File: src/rtl/cmplx_mult_host.sv
// cmplx_mult_host
// Host-side sequencer for an external complex multiplier. Operand sets are
// queued in a small FIFO, issued one at a time to the multiplier, and the
// result is captured and held for a downstream consumer. Only one multiplier
// transaction is ever outstanding; a result that never arrives is abandoned
// after TIMEOUT cycles and flagged in a sticky error bit.
//
// Ports
//   clk, rstn        clock, asynchronous active-low reset
//   sw_rst           synchronous software reset (same effect as rstn)
//   in_val/in_ready  upstream operand handshake, in_a_*/in_b_* operands
//   op_val/op_ready  operand handshake toward the multiplier, op_1_*/op_2_*
//   res_val/res_ready multiplier result handshake, res_re/res_im
//   out_val/out_ready downstream result handshake, out_re/out_im
//   fifo_level       operand FIFO occupancy
//   done_cnt         completed transactions (wraps)
//   timeout_err      sticky result-timeout flag
//
// state    | meaning
// IDLE     | waiting for a queued operand set
// SEND     | op_val high, operands held until the multiplier takes them
// WAIT_RES | res_ready high, counting cycles toward TIMEOUT
// DELIVER  | out_val high, captured result held until downstream takes it

module cmplx_mult_host #(
    parameter int DW      = 8,
    parameter int DEPTH   = 4,
    parameter int TIMEOUT = 32
) (
    input  logic                      clk,
    input  logic                      rstn,
    input  logic                      sw_rst,
    input  logic                      in_val,
    output logic                      in_ready,
    input  logic [DW-1:0]             in_a_re,
    input  logic [DW-1:0]             in_a_im,
    input  logic [DW-1:0]             in_b_re,
    input  logic [DW-1:0]             in_b_im,
    output logic                      op_val,
    input  logic                      op_ready,
    output logic [DW-1:0]             op_1_re,
    output logic [DW-1:0]             op_1_im,
    output logic [DW-1:0]             op_2_re,
    output logic [DW-1:0]             op_2_im,
    input  logic                      res_val,
    output logic                      res_ready,
    input  logic [2*DW:0]             res_re,
    input  logic [2*DW:0]             res_im,
    output logic                      out_val,
    input  logic                      out_ready,
    output logic [2*DW:0]             out_re,
    output logic [2*DW:0]             out_im,
    output logic [$clog2(DEPTH):0]    fifo_level,
    output logic [15:0]               done_cnt,
    output logic                      timeout_err
);

    localparam int AW = $clog2(DEPTH);
    localparam int CW = $clog2(TIMEOUT + 1);
    localparam logic [AW:0]   FULL_LVL = (AW + 1)'(DEPTH);
    localparam logic [CW-1:0] TMO_LAST = CW'(TIMEOUT - 1);

    typedef enum logic [1:0] {
        IDLE     = 2'd0,
        SEND     = 2'd1,
        WAIT_RES = 2'd2,
        DELIVER  = 2'd3
    } state_t;

    state_t           state;
    logic [4*DW-1:0]  mem [DEPTH];
    logic [AW:0]      wr_ptr;
    logic [AW:0]      rd_ptr;
    logic             avail_q;
    logic [CW-1:0]    tmo_cnt;
    logic             push;
    logic             pop;
    logic [4*DW-1:0]  head;

    // Pointers carry one extra wrap bit so full and empty are distinguishable.
    assign fifo_level = wr_ptr - rd_ptr;
    assign in_ready   = (fifo_level != FULL_LVL);
    assign push       = in_val && in_ready;
    assign pop        = op_val && op_ready;
    assign head       = mem[rd_ptr[AW-1:0]];

    always_ff @(posedge clk) begin
        if (push) begin
            mem[wr_ptr[AW-1:0]] <= {in_a_re, in_a_im, in_b_re, in_b_im};
        end
    end

    // avail_q is a registered "FIFO not empty". It adds one cycle between a
    // push and the IDLE->SEND decision. It cannot be stale on entry to IDLE:
    // the only pop happens leaving SEND, and WAIT_RES plus DELIVER take at
    // least two cycles, so avail_q is refreshed before IDLE is reached again.
    always_ff @(posedge clk or negedge rstn) begin
        if (!rstn) begin
            state       <= IDLE;
            wr_ptr      <= '0;
            rd_ptr      <= '0;
            avail_q     <= 1'b0;
            tmo_cnt     <= '0;
            op_val      <= 1'b0;
            res_ready   <= 1'b0;
            out_val     <= 1'b0;
            op_1_re     <= '0;
            op_1_im     <= '0;
            op_2_re     <= '0;
            op_2_im     <= '0;
            out_re      <= '0;
            out_im      <= '0;
            done_cnt    <= '0;
            timeout_err <= 1'b0;
        end else if (sw_rst) begin
            state       <= IDLE;
            wr_ptr      <= '0;
            rd_ptr      <= '0;
            avail_q     <= 1'b0;
            tmo_cnt     <= '0;
            op_val      <= 1'b0;
            res_ready   <= 1'b0;
            out_val     <= 1'b0;
            op_1_re     <= '0;
            op_1_im     <= '0;
            op_2_re     <= '0;
            op_2_im     <= '0;
            out_re      <= '0;
            out_im      <= '0;
            done_cnt    <= '0;
            timeout_err <= 1'b0;
        end else begin
            if (push) begin
                wr_ptr <= wr_ptr + (AW + 1)'(1);
            end
            if (pop) begin
                rd_ptr <= rd_ptr + (AW + 1)'(1);
            end
            avail_q <= (fifo_level != '0);

            case (state)
                IDLE: begin
                    if (avail_q) begin
                        {op_1_re, op_1_im, op_2_re, op_2_im} <= head;
                        op_val <= 1'b1;
                        state  <= SEND;
                    end
                end
                SEND: begin
                    if (op_ready) begin
                        op_val    <= 1'b0;
                        res_ready <= 1'b1;
                        tmo_cnt   <= '0;
                        state     <= WAIT_RES;
                    end
                end
                WAIT_RES: begin
                    // A result arriving on the last allowed cycle still wins.
                    if (res_val) begin
                        out_re    <= res_re;
                        out_im    <= res_im;
                        res_ready <= 1'b0;
                        out_val   <= 1'b1;
                        state     <= DELIVER;
                    end else if (tmo_cnt == TMO_LAST) begin
                        timeout_err <= 1'b1;
                        res_ready   <= 1'b0;
                        state       <= IDLE;
                    end else begin
                        tmo_cnt <= tmo_cnt + CW'(1);
                    end
                end
                DELIVER: begin
                    if (out_ready) begin
                        out_val  <= 1'b0;
                        done_cnt <= done_cnt + 16'd1;
                        state    <= IDLE;
                    end
                end
                default: state <= IDLE;
            endcase
        end
    end

endmodule
File: config.mk
export PLATFORM = sky130hd
export DESIGN_NAME = cmplx_mult_host
export DESIGN_NICKNAME = d
export VERILOG_FILES = /design/src/rtl/cmplx_mult_host.sv
export SDC_FILE = /design/constraint.sdc
export NUM_CORES = 1
export LEC_CHECK = 0
export ABC_AREA = 1
export BUFFER_PORTS_ARGS = -buffer_cell sky130_fd_sc_hd__buf_2
export CAP_MARGIN = 15
export CORE_ASPECT_RATIO = 1.5
export CORE_MARGIN = 10
export CORE_UTILIZATION = 60
export DETAILED_ROUTE_END_ITERATION = 10
export GPL_TIMING_DRIVEN = 0
export PLACE_DENSITY_LB_ADDON = 0.1
export SYNTH_ARGS = -nofsm -noshare
export SYNTH_HDL_FRONTEND = slang
export SYNTH_SLANG_ARGS = --single-unit
File: constraint.sdc
create_clock -name clk -period 4.9 [get_ports clk]
set_input_delay 0.245 -clock clk [delete_from_list [all_inputs] [get_ports clk]]
set_output_delay 0.245 -clock clk [all_outputs]
set_load 0.1 [all_outputs]
* After elaboration in Yosys (flattened, before gate mapping)
Memory sizes are Yosys's and may differ from the RTL's.
Cells that the tools add are included.
** Word-level totals
- Flip-flop bits (word level) :: 101
- Memories kept :: 1
- Output and inout port bits :: 90
- Memory bits (writable) :: 128
- Input bits :: 73
** Operators by class
- Reductions and logical operators :: 25
- $add $sub $neg :: 5
- Equality and inequality tests :: 13
- Multiplexer cells :: 57
** Memory list
- mem :: depth 4, bits a word 32, read ports 1, clocked after Yosys merged registers in 0, wr ports 1, line 71 : logic [4*DW-1:0] mem [DEPTH];
** Operator list (number)
- two-way mux 17 bit :: 6
- two-way mux 8 bit :: 12
- two-way mux 16 bit :: 3
- two-way mux 6 bit :: 4
- inequality test 3 bit (second input constant) :: 7
- nonzero test 2 bit :: 9
- two-way mux 1 bit :: 17
- adder 16 x 1 -> 16 bit (second input constant) :: 1
- two-way mux 2 bit :: 6
- two-way mux 3 bit :: 4
- one-hot mux 6 bit (2 select lines) :: 1
- AND reduction 3 bit :: 4
- nonzero test 3 bit :: 4
- one-hot mux 2 bit (4 select lines) :: 1
- AND reduction 4 bit :: 2
- adder 3 x 1 -> 3 bit (second input constant) :: 2
- adder 6 x 1 -> 6 bit (second input constant) :: 1
- == test 6 x 5 -> 1 bit (second input constant) :: 1
- one-hot mux 1 bit (2 select lines) :: 3
- AND reduction 2 bit :: 3
- == test 2 bit (second input constant) :: 2
- inequality test 4 bit (second input constant) :: 1
- subtractor 3 bit :: 1
- == test 2 x 1 -> 1 bit (second input constant) :: 1
- other kinds (3) :: 4

* Longest topological paths before layout
Gate-level depths: netlist of run 1.
- Word-level depth :: 5
- Mapped depth :: 11
- Gate-level depth less buffers :: 11

* Worst setup path before layout of run 1
OpenSTA, ideal clock, no wires.
- Path kind :: register to register
- From :: register wr_ptr[0]
- To :: memory mem[0][0] (netlist name) (enable)
- Clock period less this slack :: 4256 ps
- Required time :: 4479 ps
- Path slack :: 644 ps
- Path buffers :: 0
- Library setup time :: 421 ps
- Stages on the path, launching flop included :: 11
- Arrival time :: 3835 ps
- Cells stage by stage :: dfrtp_1 -> inv_1 -> ha_1 -> fa_1 -> inv_1 -> nand2_1 -> nand2_1 -> nand2_1 -> nand3b_1 -> nand2_1 -> nor2_1
** On the way
- Longest elaborated chain between the ends :: 5
** Ends and longest elaborated chain
- start, declared :: line 72 : logic [AW:0] wr_ptr;
- start signal, assigned :: line 134 : wr_ptr <= wr_ptr + (AW + 1)'(1);
- subtractor 3 bit :: line 81 : assign fifo_level = wr_ptr - rd_ptr;
- inequality test 3 bit :: line 82 : assign in_ready = (fifo_level != FULL_LVL);
- net in_ready :: line 34 : output logic in_ready,
- logical AND 1 bit :: line 83 : assign push = in_val && in_ready;
- two-way mux 1 bit :: line 88 : if (push) begin
- two-way mux 1 bit (not written as such) :: line 89 : mem[wr_ptr[AW-1:0]] <= {in_a_re, in_a_im, in_b_re, in_b_im};
- end, declared :: line 71
The timed path passes the listed nets, and every way through them passes these cells.

* Final worst setup path of run 1
- From :: register wr_ptr[0]
- To :: memory mem[2][6] (netlist name) (enable)
** On the way
- Longest elaborated chain between the ends :: 5
** Ends and longest elaborated chain (line)
- subtractor 3 bit :: 81
- inequality test 3 bit :: 82
- logical AND 1 bit :: 83
- two-way mux 1 bit :: 88
- two-way mux 1 bit (not written as such) :: 89
Several ways; a longest one is shown, not always the timed one.

==> reports/metrics.yaml, run 1 <==
die_y_um: 174
numPortBuffers: 161
drt_drc_violations_left: 0
powerDensity_nw_per_um2: 488
synth_flop_cell: "edfxtp_1"
io_pins: 163
clock_skew_ps: 12.4
core_area_um2: 15600
start_util_pct: 60.7
synth_edf_count: 128
synth_top_area_cell: "edfxtp_1"
yosys_warnings: 0
wl_per_cell_um: 17.8
grt_max_degree: 72
gp_congestion: 0.812
tightest_slew_ps: 825
crit_slowest_cell: "nor2_4"
syn-instance-count: 885
cts_tree: "done"
syn-num-nets: 967
leakage_nw: 5.33
worstPathMaxFanout: 20
drive_above_1_share_pct: 21.7
final_cell_mix: "buf_2, nand2_1, edfxtp_1"
relSlewSlack_pct: 44.9
required_ps: 5110
firstDrtPassIters: 7
period_share_pct: 59.4
placed_cells: 1253
die-width_um: 122
maxCapViolCount: 0
cp_common_cell: "nand2_1"
cts_setup_buffers: 0
post-place-ws_ps: 2010
critical_path_class: "register to register"
async_flop_share_pct: 44.1
antenna_found_initial: 0
dieArea_um2: 21300
path_cells: "inv_1 > ha_1 > fa_1 > inv_1 > nand2_1 > nand2_1 > nand2_1 > nand3b_1 > nand2_1 > nor2_4 > buf_16"
hold_viol_final: 0
final.setup.worst_slack_ps: 1990
clockBufferDepth: 3
drtIter0Drc: 565
syn_area_per_cell_um2: 10.7
clkTransAtPathRegs_ps: 60
ir_drop_mv: 0.416
syn-cell-area_um2: 9440
synthTopCellsByArea: "edfxtp_1, dfrtp_1, o21ai_0"
slew_violations: 0
grt_first_pass_wirelength_um: 38100
cts.sinks: 229
final-setup-viol-count: 0
routed_wl_um: 24000
placementRows: 56
fin_nets: 1216
syn_to_final_growth_pct: 27.3
cpPeakStageDelay_ps: 480
status: "complete, no violations"
groute.usage.overall_pct: 22.2
worstPathArrival_ps: 3120
end_kind: "register"
viasPerCell: 5.45
numCtsBuffers: 22
final_cells: 1353
insertion_delay_ps: 510
h-tree-depth: 1
root_buffer: "clkbuf_16"
ant_nets: 0
num_antenna_cells: 0
fin_tns_setup_ps: 0
ys_seq_area_share_pct: 67.5
critPathLaunchType: "register"
min_period_ps: 2910
max_freq_mhz: 343
dp_hpwl_um: 15500
ys_types: 33
grt_setup_unrepaired: "false"
grt-ovfl-total: 0
layout_commonest_cell: "buf_2"
synth_top_area_share_pct: 40.7
critical_path_buf_inv_count: 3
via_count: 7368
grt_pass1_vias: 7462
cpLargestDelayFamily: "simple AND/OR/NAND/NOR gates"
ys_ff_latch: 229
hp-class: "input port to register"
-- final timing paths --
path | cells after the start | end | slack, ps | start
max | 11 | mem[2][6]$_DFFE_PP_ | 1990 | wr_ptr[0]$_DFFE_PN0P_
min | 3 | out_im[16]$_DFFE_PN0P_ | 7 | res_im[16]
max reg2reg | 11 | mem[2][6]$_DFFE_PP_ | 1990 | wr_ptr[0]$_DFFE_PN0P_
min reg2reg | 2 | res_ready$_DFFE_PN0P_ | 500 | res_ready$_DFFE_PN0P_
max in group asynchronous | 3 | op_1_re[3]$_DFFE_PN0P_ | 3960 | rstn
min in group asynchronous | 2 | out_re[5]$_DFFE_PN0P_ | 230 | rstn
-- layer usage --
layer | up-vias | GRT usage [%] | routed length (um)
met5 | - | 0 | 0
met4 | 0 | 6.70 | 507
met3 | 38 | 4.37 | 1730
met2 | 252 | 39.8 | 12600
met1 | 3570 | 25.7 | 9200
li1 | 3508 | - | -
-- synth_stat cells (all sizes together), types with 2 or more instances --
library cell and instances:
a211oi 2, a21oi 11, buf 28, clkbuf 15, dfrtp 101, edfxtp 128, ha 8, inv 82
nand2 140, nand3 85, nand3b 2, nand4 6, nor2 111, nor3 6, o21ai 121, o22ai 31
xor2 3
-- power breakdown --
part / leakage [nW] / total (mW) / switching (mW) / internal, mW
logic: 2.39 / 1.69 / 1.35 / 0.340
clock network: 0.381 / 1.84 / 0.715 / 1.12
registers: 2.57 / 2.34 / 0.0929 / 2.25
total: 5.33 / 5.87 / 2.16 / 3.71
-- final cells by class --
type                            instances  area, um^2
Multi-Input combinational cell        531        2570
Sequential cell                       229        6370
Timing Repair Buffer                  225        1510
Clock buffer                           26         587
Clock inverter                         14         201
Fill cell                            1029        3540
Buffer                                 43         213
Tap cell                              203         254
Inverter                               82         308
-- sequential cells by signal, summed over array words and instances (netlist names) --
name	count
wr_ptr	3
mem	128
rd_ptr	3
avail_q	1
op_2_im	8
op_val	1
done_cnt	16
op_1_im	8
out_re	17
out_val	1
out_im	17
tmo_cnt	6
op_1_re	8
res_ready	1
state	2
op_2_re	8
timeout_err	1
-- kinds of logic after synthesis --
group / Yosys count / share of synthesized area, %
flip-flops: 229 / 67.5
AO/OA/AOI/OAI: 167 / 9.44
XOR/XNOR: 3 / 0.278
adder cells (fa/ha/maj): 9 / 1.27
AND/OR/NAND/NOR: 352 / 16.0
buffers and inverters: 125 / 5.51
-- per-stage QoR --
stage	instance area, um^2	util [%]	power, mW	hold slack [ps]
after floorplan	9440	-	3.61	-50.6
after global placement	10500	67.5	3.98	456
after detailed placement	10600	68.3	4.02	224
after CTS	12000	77.2	5.88	0.596
after global routing	12000	77.2	6.09	3.39
final	12000	77.2	5.87	6.64
-- tightest hold or removal path: cells and delay by family --
family                 cells  cell delay, ps
AO/OA/AOI/OAI              1              80
buffers and inverters      1              80
AND/OR/NAND/NOR            1              60
-- repair_timing --
item / CTS / global route
endpoints found under the hold margin: 185 / 0
hold buffers: 60 / 0
gates resized for setup: 0 / 0
No activity file was read; power rests on OpenSTA's default activity.
==> inputs of run 2 (changes only) <==
--- a/config.mk
+++ b/config.mk
@@ -10,7 +10,7 @@
 export CAP_MARGIN = 15
 export CORE_ASPECT_RATIO = 1.5
 export CORE_MARGIN = 10
-export CORE_UTILIZATION = 60
+export CORE_UTILIZATION = 50
 export DETAILED_ROUTE_END_ITERATION = 10
 export GPL_TIMING_DRIVEN = 0
 export PLACE_DENSITY_LB_ADDON = 0.1
==> constraint.sdc (replaced) <==
create_clock -name clk -period 2.6 [get_ports clk]
set_input_delay 0.13 -clock clk [delete_from_list [all_inputs] [get_ports clk]]
set_output_delay 0.13 -clock clk [all_outputs]
set_load 0.1 [all_outputs]
==> reports/metrics.yaml, run 2 (synthesized netlist as in run 1, its figures left out) <==
firstDrtPassIters: 4
layout_commonest_cell: "buf_2"
critical_path_buf_inv_count: 3
required_ps: 2850
clock_skew_ps: 7.72
antenna_found_initial: 0
die-width_um: 132
grt-ovfl-total: 0
io_pins: 163
end_kind: "register"
numPortBuffers: 161
cpPeakStageDelay_ps: 540
final_cell_mix: "buf_2, nand2_1, edfxtp_1"
clockBufferDepth: 3
dieArea_um2: 24900
maxCapViolCount: 0
routed_wl_um: 25300
largest_register_ffs: 128
ant_nets: 0
leakage_nw: 5.37
tightest_slew_ps: 773
die_y_um: 188
drive_above_1_share_pct: 22.3
critPathLaunchType: "register"
hold_viol_final: 0
crit_slowest_cell: "fa_2"
insertion_delay_ps: 500
grt_max_degree: 58
worstPathArrival_ps: 2690
wl_per_cell_um: 17.8
period_share_pct: 94.0
drtIter0Drc: 491
hp-class: "input port to register"
syn_to_final_growth_pct: 29.5
dp_hpwl_um: 16000
numCtsBuffers: 22
relSlewSlack_pct: 48.5
grt_setup_unrepaired: "false"
post-place-ws_ps: -337
core_area_um2: 18500
slew_violations: 0
grt_first_pass_wirelength_um: 40100
critical_path_class: "register to register"
cts.sinks: 229
via_count: 7359
placementRows: 61
start_util_pct: 50.9
ir_drop_mv: 0.654
finalInstanceArea_um2: 12200
drt_drc_violations_left: 0
final.setup.worst_slack_ps: 157
path_cells: "inv_2 > ha_4 > fa_2 > nand2_1 > nand3b_1 > buf_4 > nand2_4 > nor2_4 > buf_12"
postLayoutCoreUtil_pct: 65.9
status: "complete, no violations"
seq_area_um2: 6370
root_buffer: "clkbuf_16"
clkTransAtPathRegs_ps: 70
h-tree-depth: 1
powerDensity_nw_per_um2: 886
grt_pass1_vias: 7749
max_freq_mhz: 409
fillCellCount: 1494
final-setup-viol-count: 0
postPlaceCellArea_um2: 10600
worstPathMaxFanout: 16
cpLargestDelayFamily: "adder cells"
placed_cells: 1299
viasPerCell: 5.19
final_cells: 1419
multi_input_area_um2: 2640
gp_congestion: 0.819
groute.usage.overall_pct: 19.5
min_period_ps: 2440
cts_tree: "done"
power.total_mw: 10.8
fin_nets: 1233
num_antenna_cells: 0
## run 2: changes by cell type in the layout (fill, tap and decap cells not counted), moves of 2 or more
cell / previous run / this run
nand3_2: 2 / 4
dlygate4sd3_1: 60 / 70
nand3_1: 83 / 81
buf_12: 1 / 6
bufinv_16: 5 / 2
buf_16: 3 / 1
nor2_4: 4 / 7
clkinv_1: 2 / 5
## run 2: worst paths after layout
path	depth (start not counted)	slack, ps	to	from
setup / recovery	9	160	mem[2][6]$_DFFE_PP_	wr_ptr[0]$_DFFE_PN0P_
hold / removal	3	40	rd_ptr[0]$_DFFE_PN0P_	op_ready
setup reg to reg	9	160	mem[2][6]$_DFFE_PP_	wr_ptr[0]$_DFFE_PN0P_
hold reg to reg	2	490	out_val$_DFFE_PN0P_	out_val$_DFFE_PN0P_
max in group asynchronous	3	1650	wr_ptr[0]$_DFFE_PN0P_	rstn
min in group asynchronous	2	250	out_re[0]$_DFFE_PN0P_	rstn
## run 2: what timing repair did
item                                    CTS  global route
hold endpoints to repair                225             0
hold buffers                             70             0
gates cloned                              0             3
gates resized for setup                   2             6
setup buffers                             0             7
pin swaps                                 4             6
endpoints found under the setup margin  129            97
## run 2: worst min-delay path, delay by kind of cell
| kind | cells | cell delay (ps) |
|---|---|---|
| and+or+nand+nor | 1 | 160 |
| AOI/OAI and AO/OA | 1 | 90 |
| buffers and inverters | 1 | 110 |
## run 2: where the power goes
part	switching, mW	internal (mW)	total [mW]
Sequential	0.175	4.24	4.41
Combinational	2.60	0.695	3.29
Clock	1.32	1.81	3.13
Total	4.09	6.74	10.8
## run 2: area by class of cell
| type | instances | share of cell area [%] |
|---|---|---|
| Buffer | 43 | 1.74 |
| Clock buffer | 26 | 4.80 |
| Tap cell | 252 | 2.58 |
| Timing Repair Buffer | 239 | 13.7 |
| Sequential cell | 229 | 52.1 |
| Clock inverter | 14 | 0.972 |
| Multi-Input combinational cell | 534 | 21.6 |
| Inverter | 82 | 2.54 |
## run 2: layer usage
metal / GRT usage (%) / vias to the layer above / wire length (um)
met5: 0 / - / 0
met4: 4.54 / 0 / 427
met3: 3.22 / 30 / 1280
met2: 36.6 / 213 / 13600
met1: 22.5 / 3558 / 9990
li1: - / 3558 / -
## run 2: stage by stage
step | TNS, ps | hold WS (ps)
global placement | -50210 | 345
global route | 0 | 43.3
CTS | -28850 | 21.9
detailed placement | -32990 | 258
finish | 0 | 37.0
floorplan | -74980 | -166
==> inputs of run 3 (changes only) <==
--- a/config.mk
+++ b/config.mk
@@ -8,9 +8,10 @@
 export ABC_AREA = 1
 export BUFFER_PORTS_ARGS = -buffer_cell sky130_fd_sc_hd__buf_2
 export CAP_MARGIN = 15
-export CORE_ASPECT_RATIO = 1.5
+export CORE_ASPECT_RATIO = 1.2
 export CORE_MARGIN = 10
-export CORE_UTILIZATION = 50
+export CORE_UTILIZATION = 52
+export CTS_BUF_LIST = sky130_fd_sc_hd__clkbuf_8
 export DETAILED_ROUTE_END_ITERATION = 10
 export GPL_TIMING_DRIVEN = 0
 export PLACE_DENSITY_LB_ADDON = 0.1
==> reports/metrics.yaml, run 3 (synthesized netlist as in run 1, its figures left out) <==
placed_cells: 1267
crit_end: "in_ready"
post-place-ws_ps: -377
tightest_slew_ps: 632
leakage_nw: 5.45
numCtsBuffers: 37
syn_to_final_growth_pct: 29.6
intPower_mw: 6.53
switching_share_pct: 38.8
relSlewSlack_pct: 57.9
worstPathMaxFanout: 6
worstPathArrival_ps: 2350
die-width_um: 143
h-tree-depth: 2
final_cells: 1414
num_antenna_cells: 0
start_util_pct: 53.3
r2r_cells: 9
clockBufferDepth: 3
regToRegSetupSlack_ps: 170
viasPerCell: 5.25
via_count: 7424
seq_area_um2: 6370
pwr-share-comb_pct: 31.1
status: "complete, no violations"
p_sw_mw: 4.14
root_buffer: "clkbuf_8"
largest_register_ffs: 128
placementRows: 53
grt_max_degree: 57
wl_per_cell_um: 17.8
postPlaceCellArea_um2: 10600
grt_pass1_vias: 7590
drive_above_1_share_pct: 23.6
layout_commonest_cell: "buf_2"
insertion_delay_ps: 530
rr_startpoint: "wr_ptr[0]$_DFFE_PN0P_"
gp_congestion: 0.828
antenna_found_initial: 0
end_kind: "output pin"
ant_nets: 0
final.setup.worst_slack_ps: 120
routed_wl_um: 25200
finalInstanceArea_um2: 12200
slew_violations: 0
timing.rr.end: "mem[2][22]$_DFFE_PP_"
grt-ovfl-total: 0
final_cell_mix: "buf_2, nand2_1, edfxtp_1"
critPathLaunchType: "register"
ir_drop_mv: 0.931
final-setup-viol-count: 0
startpoint: "wr_ptr[0]$_DFFE_PN0P_"
io_pins: 163
cts.sinks: 229
fillCellCount: 1362
pwr-share-seq_pct: 41.3
required_ps: 2470
dp_hpwl_um: 15300
critical_path_class: "register to output pin"
fin_nets: 1251
dieArea_um2: 24000
hold_viol_final: 0
hp-class: "input port to register"
numPortBuffers: 161
grt_first_pass_wirelength_um: 40100
cts_tree: "done"
multi_input_area_um2: 2650
firstDrtPassIters: 5
clkTransAtPathRegs_ps: 60
period_share_pct: 95.4
grt_setup_unrepaired: "false"
fin_tns_setup_ps: 0
clock_skew_ps: 16.3
maxCapViolCount: 0
groute.usage.overall_pct: 20.9
drtIter0Drc: 503
core_area_um2: 17700
clkPwrFrac_pct: 27.6
max_freq_mhz: 403
die_y_um: 168
powerDensity_nw_per_um2: 872
hold_start: "op_ready"
min_period_ps: 2480
drt_drc_violations_left: 0
==> run 3: cell types whose count changed in the layout (fill, tap and decap cells not counted), moves of 2 or more <==
cell / before / now
clkbuf_16: 23 / 0
clkbuf_8: 0 / 45
buf_4: 9 / 11
inv_1: 77 / 87
inv_6: 0 / 3
clkinv_1: 5 / 2
clkbuf_1: 18 / 15
bufinv_16: 2 / 0
==> run 3: final cells by class <==
type / instances / area share, %
sequential: 229 / 52.1
multi-input combinational: 534 / 21.6
timing repair buffer: 242 / 14.0
clock buffer: 45 / 5.06
inverter: 82 / 2.56
tap: 220 / 2.25
buffer: 43 / 1.74
clock inverter: 19 / 0.736
==> run 3: metrics by stage <==
step                total power [mW]  util [%]  hold WS (ps)
global route                    11.2      69.1          39.8
floorplan                       6.82         -          -166
CTS                             10.7      68.7          2.04
detailed placement              7.57      59.9           193
finish                          10.7      69.1          14.0
global placement                7.54      59.7           346
==> run 3: worst min path at each step <==
| stage | slack, ps | depth (start not counted) | to |
|---|---|---|---|
| 4_1_cts | 2 | 3 | rd_ptr[0]$_DFFE_PN0P_ |
| 5_1_grt | 40 | 3 | rd_ptr[0]$_DFFE_PN0P_ |
| 6_report | 10 | 3 | rd_ptr[0]$_DFFE_PN0P_ |
| 3_3_place_gp | 350 | 1 | mem[3][19]$_DFFE_PP_ |
| 3_5_place_dp | 190 | 1 | out_re[4]$_DFFE_PN0P_ |
| 2_1_floorplan | -170 | 0 | avail_q$_DFF_PN0_ |
==> run 3: power groups by stage <==
| stage | Sequential [mW] | Combinational [mW] | Clock [mW] |
|---|---|---|---|
| floorplan | 5.74 | 1.08 | 0 |
| global placement | 4.47 | 3.07 | 0 |
| detailed placement | 4.48 | 3.09 | 0 |
| CTS | 4.40 | 3.29 | 3.00 |
| global route | 4.45 | 3.53 | 3.19 |
| finish | 4.41 | 3.31 | 2.95 |
==> run 3: metal layers <==
metal | share of wire, % | vias to the layer above | track usage, %
met5 | 0 | - | 0
met4 | 2.0 | 0 | 6.33
met3 | 6.9 | 40 | 4.58
met2 | 51 | 257 | 36.5
met1 | 40 | 3537 | 25.1
li1 | - | 3590 | -
==> run 3: timing repair <==
item | CTS | global route
pin swaps | 6 | 2
hold buffers | 70 | 0
setup buffers | 6 | 4
setup endpoints to repair | 129 | 66
endpoints found under the hold margin | 214 | 0
gates cloned | 3 | 0
gates resized for setup | 5 | 4
==> run 3: critical path, stage by stage (launching register included) <==
cell,delay [ps]
dfrtp_1,430
inv_2,100
ha_4,170
fa_2,540
nand2_1,60
nand3b_1,270
buf_6,260
